--- config.mk ---
export PLATFORM = sky130hd
export DESIGN_NAME = mem_arbiter_flat
export DESIGN_NICKNAME = d
export VERILOG_FILES = /design/src/rtl/mem_arbiter_if.sv /design/src/rtl/mem_arbiter.sv /design/src/flat_wrapper.sv
export SDC_FILE = /design/constraint.sdc
export NUM_CORES = 1
export LEC_CHECK = 0
export ABC_AREA = 1
export BUFFER_PORTS_ARGS = -buffer_cell sky130_fd_sc_hd__buf_2
export CAP_MARGIN = 20
export CELL_PAD_IN_SITES_DETAIL_PLACEMENT = 0
export CELL_PAD_IN_SITES_GLOBAL_PLACEMENT = 2
export CORE_MARGIN = 2
export CORE_UTILIZATION = 25
export DETAILED_ROUTE_END_ITERATION = 8
export PLACE_DENSITY = 0.81
export RECOVER_POWER = 50
export SLEW_MARGIN = 5
export SYNTH_ARGS = -nofsm -noshare
export SYNTH_HDL_FRONTEND = slang
export SYNTH_SLANG_ARGS = --single-unit
--- constraint.sdc ---
create_clock -name clk -period 3.37 [get_ports clk]
set_input_delay 0.1685 -clock clk [delete_from_list [all_inputs] [get_ports clk]]
set_output_delay 0.1685 -clock clk [all_outputs]
set_load 0.005 [all_outputs]
--- src/rtl/mem_arbiter_if.sv ---
// ---------------------------------------------------------------------------
// mem_arbiter_if
// Bundles every signal between the fetch stage, the memory stage, the shared
// unified memory and the arbiter that sequences them.
//
//   Fetch side : InstrReq, InstrAdr (to arbiter); InstrRd, InstrDone, StallF
//   Data side  : DataReq, DataWe, DataAdr, DataWd (to arbiter);
//                DataRd, DataDone, StallM
//   Memory side: MemEn, MemWe, MemAdr, MemWd (from arbiter); MemRd (to arbiter)
//
// Modports:
//   slave  - the arbiter itself
//   master - the surrounding core/memory (or a testbench standing in for it)
// ---------------------------------------------------------------------------
interface mem_arbiter_if #(
    parameter int AW = 32,
    parameter int DW = 32
);
    logic          InstrReq;
    logic [AW-1:0] InstrAdr;
    logic [DW-1:0] InstrRd;
    logic          InstrDone;

    logic          DataReq;
    logic          DataWe;
    logic [AW-1:0] DataAdr;
    logic [DW-1:0] DataWd;
    logic [DW-1:0] DataRd;
    logic          DataDone;

    logic          MemEn;
    logic          MemWe;
    logic [AW-1:0] MemAdr;
    logic [DW-1:0] MemWd;
    logic [DW-1:0] MemRd;

    logic          StallF;
    logic          StallM;

    modport slave (
        input  InstrReq, InstrAdr, DataReq, DataWe, DataAdr, DataWd, MemRd,
        output InstrRd, InstrDone, DataRd, DataDone,
               MemEn, MemWe, MemAdr, MemWd, StallF, StallM
    );

    modport master (
        output InstrReq, InstrAdr, DataReq, DataWe, DataAdr, DataWd, MemRd,
        input  InstrRd, InstrDone, DataRd, DataDone,
               MemEn, MemWe, MemAdr, MemWd, StallF, StallM
    );
endinterface

--- src/rtl/mem_arbiter.sv ---
// ---------------------------------------------------------------------------
// mem_arbiter
// Sequences a single-ported unified memory shared by instruction fetch and the
// memory stage. One requester is granted at a time; address, write data and
// enables are held stable for LAT cycles, then read data is captured and a
// one-cycle Done pulse is issued to the served requester.
//
// Ports:
//   clk   - rising-edge clock
//   reset - asynchronous, active-low reset
//   bus   - mem_arbiter_if.slave (fetch, data and memory signals, stalls)
//
// Parameters:
//   LAT - memory access latency in cycles, must be >= 1
//   AW  - address width (must match the connected interface)
//   DW  - data width (must match the connected interface)
//
// Build option:
//   ARB_RR_EN - when defined, contested grants alternate between requesters
//               (the one not granted most recently wins; first contest goes
//               to DATA). When undefined, DATA always wins a contest.
// ---------------------------------------------------------------------------
module mem_arbiter #(
    parameter int LAT = 2,
    parameter int AW  = 32,
    parameter int DW  = 32
) (
    input  logic          clk,
    input  logic          reset,
    mem_arbiter_if.slave  bus
);
    typedef enum logic [1:0] {
        IDLE  = 2'd0,
        DATA  = 2'd1,
        INSTR = 2'd2
    } state_t;

    // Counter holds LAT-1 down to 0; keep at least one bit when LAT==1.
    localparam int            CW       = (LAT > 1) ? $clog2(LAT) : 1;
    localparam logic [CW-1:0] CNT_INIT = CW'(LAT - 1);

    state_t        state_q;
    logic [CW-1:0] cnt_q;
    logic          mem_en_q;
    logic          mem_we_q;
    logic [AW-1:0] mem_adr_q;
    logic [DW-1:0] mem_wd_q;
    logic [DW-1:0] instr_rd_q;
    logic [DW-1:0] data_rd_q;
    logic          instr_done_q;
    logic          data_done_q;
`ifdef ARB_RR_EN
    logic          last_instr_q;   // 1 = most recent grant went to fetch
`endif

    logic instr_elig;
    logic data_elig;
    logic grant_data_d;
    logic grant_instr_d;

    // A request still held high in its own Done cycle must not be re-served.
    assign instr_elig = bus.InstrReq & ~instr_done_q;
    assign data_elig  = bus.DataReq  & ~data_done_q;

    // The Done cycle is always followed by one further IDLE cycle before the
    // next grant, so no grant is made while any Done pulse is active. This
    // gives every requester the same turnaround regardless of who finished.
    always_comb begin
        grant_data_d  = 1'b0;
        grant_instr_d = 1'b0;
        if (state_q == IDLE && !instr_done_q && !data_done_q) begin
`ifdef ARB_RR_EN
            if (data_elig && instr_elig) begin
                grant_data_d  = last_instr_q;
                grant_instr_d = ~last_instr_q;
            end else begin
                grant_data_d  = data_elig;
                grant_instr_d = instr_elig;
            end
`else
            grant_data_d  = data_elig;
            grant_instr_d = instr_elig & ~data_elig;
`endif
        end
    end

    always_ff @(posedge clk or negedge reset) begin
        if (!reset) begin
            state_q      <= IDLE;
            cnt_q        <= '0;
            mem_en_q     <= 1'b0;
            mem_we_q     <= 1'b0;
            mem_adr_q    <= '0;
            mem_wd_q     <= '0;
            instr_rd_q   <= '0;
            data_rd_q    <= '0;
            instr_done_q <= 1'b0;
            data_done_q  <= 1'b0;
`ifdef ARB_RR_EN
            last_instr_q <= 1'b1;
`endif
        end else begin
            // Done is a single-cycle pulse unless re-asserted below.
            instr_done_q <= 1'b0;
            data_done_q  <= 1'b0;
            case (state_q)
                IDLE: begin
                    if (grant_data_d) begin
                        state_q   <= DATA;
                        mem_en_q  <= 1'b1;
                        mem_we_q  <= bus.DataWe;
                        mem_adr_q <= bus.DataAdr;
                        mem_wd_q  <= bus.DataWd;
                        cnt_q     <= CNT_INIT;
`ifdef ARB_RR_EN
                        last_instr_q <= 1'b0;
`endif
                    end else if (grant_instr_d) begin
                        state_q   <= INSTR;
                        mem_en_q  <= 1'b1;
                        mem_we_q  <= 1'b0;
                        mem_adr_q <= bus.InstrAdr;
                        cnt_q     <= CNT_INIT;
`ifdef ARB_RR_EN
                        last_instr_q <= 1'b1;
`endif
                    end
                end
                DATA: begin
                    if (cnt_q != '0) begin
                        cnt_q <= cnt_q - CW'(1);
                    end else begin
                        // Writes leave DataRd untouched.
                        if (!mem_we_q) begin
                            data_rd_q <= bus.MemRd;
                        end
                        data_done_q <= 1'b1;
                        mem_en_q    <= 1'b0;
                        mem_we_q    <= 1'b0;
                        state_q     <= IDLE;
                    end
                end
                INSTR: begin
                    if (cnt_q != '0) begin
                        cnt_q <= cnt_q - CW'(1);
                    end else begin
                        instr_rd_q   <= bus.MemRd;
                        instr_done_q <= 1'b1;
                        mem_en_q     <= 1'b0;
                        mem_we_q     <= 1'b0;
                        state_q      <= IDLE;
                    end
                end
                default: begin
                    state_q  <= IDLE;
                    mem_en_q <= 1'b0;
                    mem_we_q <= 1'b0;
                end
            endcase
        end
    end

    assign bus.MemEn     = mem_en_q;
    assign bus.MemWe     = mem_we_q;
    assign bus.MemAdr    = mem_adr_q;
    assign bus.MemWd     = mem_wd_q;
    assign bus.InstrRd   = instr_rd_q;
    assign bus.DataRd    = data_rd_q;
    assign bus.InstrDone = instr_done_q;
    assign bus.DataDone  = data_done_q;

    // Stalls are combinational so the hazard logic releases in the Done cycle.
    assign bus.StallF = bus.InstrReq & ~instr_done_q;
    assign bus.StallM = bus.DataReq  & ~data_done_q;

endmodule

--- src/flat_wrapper.sv ---
// flat-port wrapper written by rule: the top's interface ports become plain ports
module mem_arbiter_flat 
#(
    parameter int LAT = 2,
    parameter int AW  = 32,
    parameter int DW  = 32
)
  (clk, reset, bus_InstrReq, bus_InstrAdr, bus_DataReq, bus_DataWe, bus_DataAdr, bus_DataWd, bus_MemRd, bus_InstrRd, bus_InstrDone, bus_DataRd, bus_DataDone, bus_MemEn, bus_MemWe, bus_MemAdr, bus_MemWd, bus_StallF, bus_StallM);
  mem_arbiter_if #(.AW(AW), .DW(DW)) bus_i ();
  input  logic clk;
  input  logic reset;
  input wire logic [$bits(bus_i.InstrReq)-1:0] bus_InstrReq;
  input wire logic [$bits(bus_i.InstrAdr)-1:0] bus_InstrAdr;
  input wire logic [$bits(bus_i.DataReq)-1:0] bus_DataReq;
  input wire logic [$bits(bus_i.DataWe)-1:0] bus_DataWe;
  input wire logic [$bits(bus_i.DataAdr)-1:0] bus_DataAdr;
  input wire logic [$bits(bus_i.DataWd)-1:0] bus_DataWd;
  input wire logic [$bits(bus_i.MemRd)-1:0] bus_MemRd;
  output wire logic [$bits(bus_i.InstrRd)-1:0] bus_InstrRd;
  output wire logic [$bits(bus_i.InstrDone)-1:0] bus_InstrDone;
  output wire logic [$bits(bus_i.DataRd)-1:0] bus_DataRd;
  output wire logic [$bits(bus_i.DataDone)-1:0] bus_DataDone;
  output wire logic [$bits(bus_i.MemEn)-1:0] bus_MemEn;
  output wire logic [$bits(bus_i.MemWe)-1:0] bus_MemWe;
  output wire logic [$bits(bus_i.MemAdr)-1:0] bus_MemAdr;
  output wire logic [$bits(bus_i.MemWd)-1:0] bus_MemWd;
  output wire logic [$bits(bus_i.StallF)-1:0] bus_StallF;
  output wire logic [$bits(bus_i.StallM)-1:0] bus_StallM;
  assign bus_i.InstrReq = bus_InstrReq;
  assign bus_i.InstrAdr = bus_InstrAdr;
  assign bus_i.DataReq = bus_DataReq;
  assign bus_i.DataWe = bus_DataWe;
  assign bus_i.DataAdr = bus_DataAdr;
  assign bus_i.DataWd = bus_DataWd;
  assign bus_i.MemRd = bus_MemRd;
  assign bus_InstrRd = bus_i.InstrRd;
  assign bus_InstrDone = bus_i.InstrDone;
  assign bus_DataRd = bus_i.DataRd;
  assign bus_DataDone = bus_i.DataDone;
  assign bus_MemEn = bus_i.MemEn;
  assign bus_MemWe = bus_i.MemWe;
  assign bus_MemAdr = bus_i.MemAdr;
  assign bus_MemWd = bus_i.MemWd;
  assign bus_StallF = bus_i.StallF;
  assign bus_StallM = bus_i.StallM;
  mem_arbiter #(.LAT(LAT), .AW(AW), .DW(DW)) u_core (.clk(clk), .reset(reset), .bus(bus_i));
endmodule
# [Word-level counts from Yosys, hierarchy flattened]
# Index checks and enable logic that the tools add are counted.
[op_classes] n_addsub=1 bitwise=8 muxes=20 eq_ne=4 n_reduce_logical=14
[ops] operator="32-bit two-way mux" n=2
[ops] operator="1-bit two-way mux" n=11
[ops] operator="2-bit AND reduction" n=5
[ops] operator="2-bit two-way mux" n=3
[ops] operator="1-bit one-hot mux with 2 select lines" n=3
[ops] operator="1-bit NOT" n=5
[ops] operator="2-bit one-hot mux with 2 select lines" n=1
[ops] operator="2-bit nonzero test" n=2
[ops] operator="1-bit bitwise AND" n=3
[ops] operator="3-bit by 1-bit != test with 1-bit output (second input constant)" n=1
[ops] operator="3-bit AND reduction" n=1
[ops] operator="2-bit by 1-bit equality test with 1-bit output (second input constant)" n=1
[ops] operator="2-bit equality test (second input constant)" n=1
[ops] operator="1-bit logical AND" n=2
[ops] operator="1-bit zero test" n=2
[ops] operator="2-bit zero test" n=1
[ops] operator="2-bit != test (second input constant)" n=1
[ops] operator="2-bit OR reduction" n=1
[ops] operator="1-bit subtractor (second input constant)" n=1
[totals] output_inout_bits=134 in_bits=133 register_bits=135 elab_cells=57

# [Logic depth before layout (Yosys ltp)]
[logic_depth] ltp_word=8 mapped_depth=12 ltp_nobuf=10

# [Least setup slack after synthesis]
# OpenSTA, ideal clock, no wires.
[synth_timing] path_kind="register -> register" startpoint="reg u_core.state_q[0]" endpoint="reg u_core.mem_adr_q[17], in the netlist u_core.bus.MemAdr[17]" n_path_buf=2 required_ns=3.253 slack_ns=1.915 synth_period_minus_slack_ns=1.455 path_stages_with_launch=10 arrival_ns=1.339 path_cell_list="dfrtp_1 -> inv_1 -> ha_1 -> inv_1 -> nor2_4 -> nand2_4 -> buf_2 -> buf_2 -> nand3_1 -> nand2_1"
[synth_via] elab_chain_cells=6 elab_cells_between_ends=8
[synth_lines] element="from (decl)" line="mem_arbiter.sv:42" rtl="state_t state_q;"
[synth_lines] element="from (signal assigned)" line="mem_arbiter.sv:89" rtl="state_q <= IDLE;"
[synth_lines] element="from (signal assigned)" line="mem_arbiter.sv:109" rtl="state_q <= DATA;"
[synth_lines] element="from (signal assigned)" line="mem_arbiter.sv:119" rtl="state_q <= INSTR;"
[synth_lines] element="2-bit zero test *" line="mem_arbiter.sv:71, mem_arbiter.sv:106"
[synth_lines] element="1-bit logical AND (2 in series)" line="mem_arbiter.sv:71" rtl="if (state_q == IDLE && !instr_done_q && !data_done_q) begin"
[synth_lines] element="1-bit two-way mux" line="mem_arbiter.sv:71"
[synth_lines] element="2-bit nonzero test (no source line)"
[synth_lines] element="2-bit AND reduction (no source line)"
[synth_lines] element="to (signal assigned)" line="mem_arbiter.sv:112" rtl="mem_adr_q <= bus.DataAdr;"
[synth_lines] element="to (signal assigned)" line="mem_arbiter.sv:122" rtl="mem_adr_q <= bus.InstrAdr;"
[synth_lines] element="to (decl)" line="mem_arbiter.sv:46" rtl="logic [AW-1:0] mem_adr_q;"
# Every way passes the cells marked *; elsewhere a longest branch is shown, timed or not.
# A chain may end at the register's enable or synchronous reset.

==> metrics.md <==
| Metric | Value |
|---|---|
| CP top delay family | `buffers and inverters` |
| Failing checks | `capacitance limit, slew limit` |
| Final period util | `68.05%` |
| MaxCap Viol Count | `1` |
| Worst Skew | `0.009104 ns` |
| Share of cells above drive strength 1 | `24.05%` |
| Post_cts resized | `0` |
| Final Non-Filler Cells | `1,253` |
| Core Footprint | `0.02189 mm²` |
| Clock transition at path regs | `roughly 0.07 ns` |
| Required time of the critical path | `3.43 ns` |
| Post-placement cell area | `a little over 0.007 mm²` |
| Vias | `5,164` |
| Largest net degree at the start of global routing | `90` |
| Post-Synthesis Cells | `approximately 670` |
| Slowest cell on the critical path | `clkbuf_2` |
| Final ANT Viol Nets | `0` |
| Inst Count DP | `approximately 1,200` |
| Hpwl dp | `11,670 µm` |
| Max incr delay on CP | `about 1.6 ns` |
| Cell Pwr Density | `896.9 mW/mm²` |
| RSZ-0062 raised after global routing | `no` |
| Setup TNS | `0 ns` |
| Drt drc | `0` |
| Later-pin clock latency in the skew report | `just over 0.4 ns` |
| Post-CTS setup buffers | `0` |
| Vias per inst | `4.121` |
| Worst Setup Path Type | `input pin to asynchronous set/reset pin` |
| Routed len/inst | `13.57 µm` |
| H-Tree Depth | `4` |
| CTS Buffer Depth | `2` |
| Worst min path class | `input pin to flip-flop` |
| Io pins | `267` |
| FF+latch count, synth | `135` |
| Synth unique cells | `18` |
| Buffers plus inverters on the worst setup path | `2` |
| Placer's final routability congestion estimate | `approximately 0.75` |
| Hold Violations, Final | `0` |
| Crit path max fanout | `89` |
| Synthesized area per cell | `roughly 8.4 µm²` |
| # fillers | `2,373` |
| DR iter-0 viols | `222` |
| CTS tree | `done` |
| Netlist Area Pre-Place | `0.005604 mm²` |
| Hold_ws | `0.02152 ns` |
| CP endpoint kind | `asynchronous set/reset pin` |
| Fmax achieved | `about 0.44 GHz` |
| Yosys warns | `0` |
| Min Tclk post-route | `~2.3 ns` |
| Net count after synthesis | `802` |
| Crit path cell chain | `dlygate4sd3_1, clkbuf_2` |
| Slew Limit Fails | `89` |
| Global-route wire length before repair | `27,520 µm` |
| Total grt overflow | `0` |
| Setup-failing EPs final | `0` |
| TritonCTS Buffers | `17` |
| CP startpoint kind | `input pin` |
| Core Rows | `54` |
| Root buf cell | `clkbuf_16` |
| Vias in the first global route | `approximately 5,200` |
| Clk sink count | `135` |
| Final instance area | `0.008053 mm²` |
| GRT Util Overall | `14.57%` |
| Status | `finished, violations left` |
| Die area | `0.02363 mm²` |
| Syn-to-layout area delta | `43.69%` |
| Crit path arrival time | `2.35 ns` |
| Final #Nets | `1,097` |
| N_diodes | `0` |
| Peak VDD IR | `around 0.31 mV` |
| Initial core utilization | `25.60%` |
| Relative slew slack | `-48.97%` |
| Port Buffers | `266` |
| First drt pass iteration count | `4` |
| Chip width | `~150 µm` |
| Seq/Total Area, Yosys | `60.28%` |
| WL final | `17,010 µm` |
| R2R setup slack | `1.15 ns` |
| CTS hold repair buffers | `40` |
| P_leak | `4.429 nW` |
| Initial antenna violation count | `1` |
| Die height | `roughly 150 µm` |
| Tightest Pin Transition | `2.235 ns` |
-- cell usage after synthesis, drive strengths merged --
cell type    n  area share (%)
a21oi        1           0.089
buf         21             2.2
clkbuf      14            0.94
dfrtp      135              60
ha           4            0.89
inv         44             2.9
nand2      338              23
nand3       37             3.4
nor2         7            0.74
o21ai       64             5.7
-- per-stage QoR --
step | worst slack (ns) | utilization, % | total power [mW]
finish | 1.077 | 36.79 | 7.222
global route | 0.5956 | 36.79 | 7.930
CTS | 1.113 | 37.16 | 7.469
detailed placement | 1.133 | 32.77 | 5.629
global placement | 1.163 | 32.77 | 5.601
floorplan | 1.915 | - | 4.334
-- report_power, final --
group          internal, mW  switching, mW  total, mW
Clock                 0.969          0.783       1.75
Sequential             2.41          0.432       2.84
Combinational          1.04           1.58       2.63
-- cells in the final DEF (no fill, tap or decap) --
cell / count
inv_8: 2
clkinvlp_4: 4
nand2_2: 2
ha_1: 4
nor2_1: 5
clkinv_8: 1
o21ai_0: 64
dfrtp_1: 135
nor2_4: 2
nand2_4: 1
buf_1: 1
nand3_2: 1
nand2_1: 335
dlygate4sd3_1: 40
inv_1: 42
buf_4: 2
clkbuf_2: 1
nand3_1: 36
clkinv_4: 2
clkinv_2: 1
inv_2: 2
clkbuf_1: 76
clkbuf_16: 17
buf_2: 188
buf_12: 3
inv_6: 5
a21oi_1: 1
-- worst paths after layout --
kind / startpoint / end / cells after the start
min in group asynchronous: reset / u_core.bus.InstrRd[24] / 2
hold / removal: bus_MemRd[24] / u_core.bus.DataRd[24] / 3
hold reg to reg: u_core.bus.MemWd[1] / u_core.bus.MemWd[1] / 2
setup reg to reg: u_core.state_q[0] / u_core.bus.MemAdr[2] / 10
setup / recovery: reset / u_core.bus.MemWd[16] / 2
max in group clk: u_core.state_q[0] / u_core.bus.MemAdr[2] / 10
-- cells by family after synthesis --
family | count (synthesis) | synth area share, %
compound gates | 65 | 5.805
fa+ha+maj | 4 | 0.8931
buf+inv | 79 | 6.073
flops | 135 | 60.28
simple gates | 382 | 26.95
-- area by class of cell --
cell class,instances,area (µm²),area share (%)
Clock inverter,15,135.1,1.678
Timing Repair Buffer,311,1710,21.24
Clock buffer,17,425.4,5.283
Tap cell,280,350.3,4.351
Multi-Input combinational cell,451,1888,23.45
Sequential cell,135,3378,41.95
Inverter,44,165.2,2.051
-- layer usage --
| metal | share of wire [%] | up-vias | track usage [%] |
|---|---|---|---|
| met5 | 0.076 | - | 0 |
| met4 | 0.52 | 2 | 3.145 |
| met3 | 9.9 | 8 | 7.074 |
| met2 | 46 | 198 | 23.05 |
| met1 | 44 | 2314 | 18.11 |
| li1 | - | 2642 | - |
-- flip-flops by register name, summed over array words and instances (netlist names) --
name,cells
u_core.bus.DataRd,32
u_core.bus.InstrRd,32
u_core.bus.MemAdr,32
u_core.bus.MemWd,32
u_core.state_q,2
u_core.bus.DataDone,1
u_core.bus.InstrDone,1
u_core.bus.MemEn,1
u_core.bus.MemWe,1
u_core.cnt_q,1
Note: power is estimated with default switching activity, not from simulation.
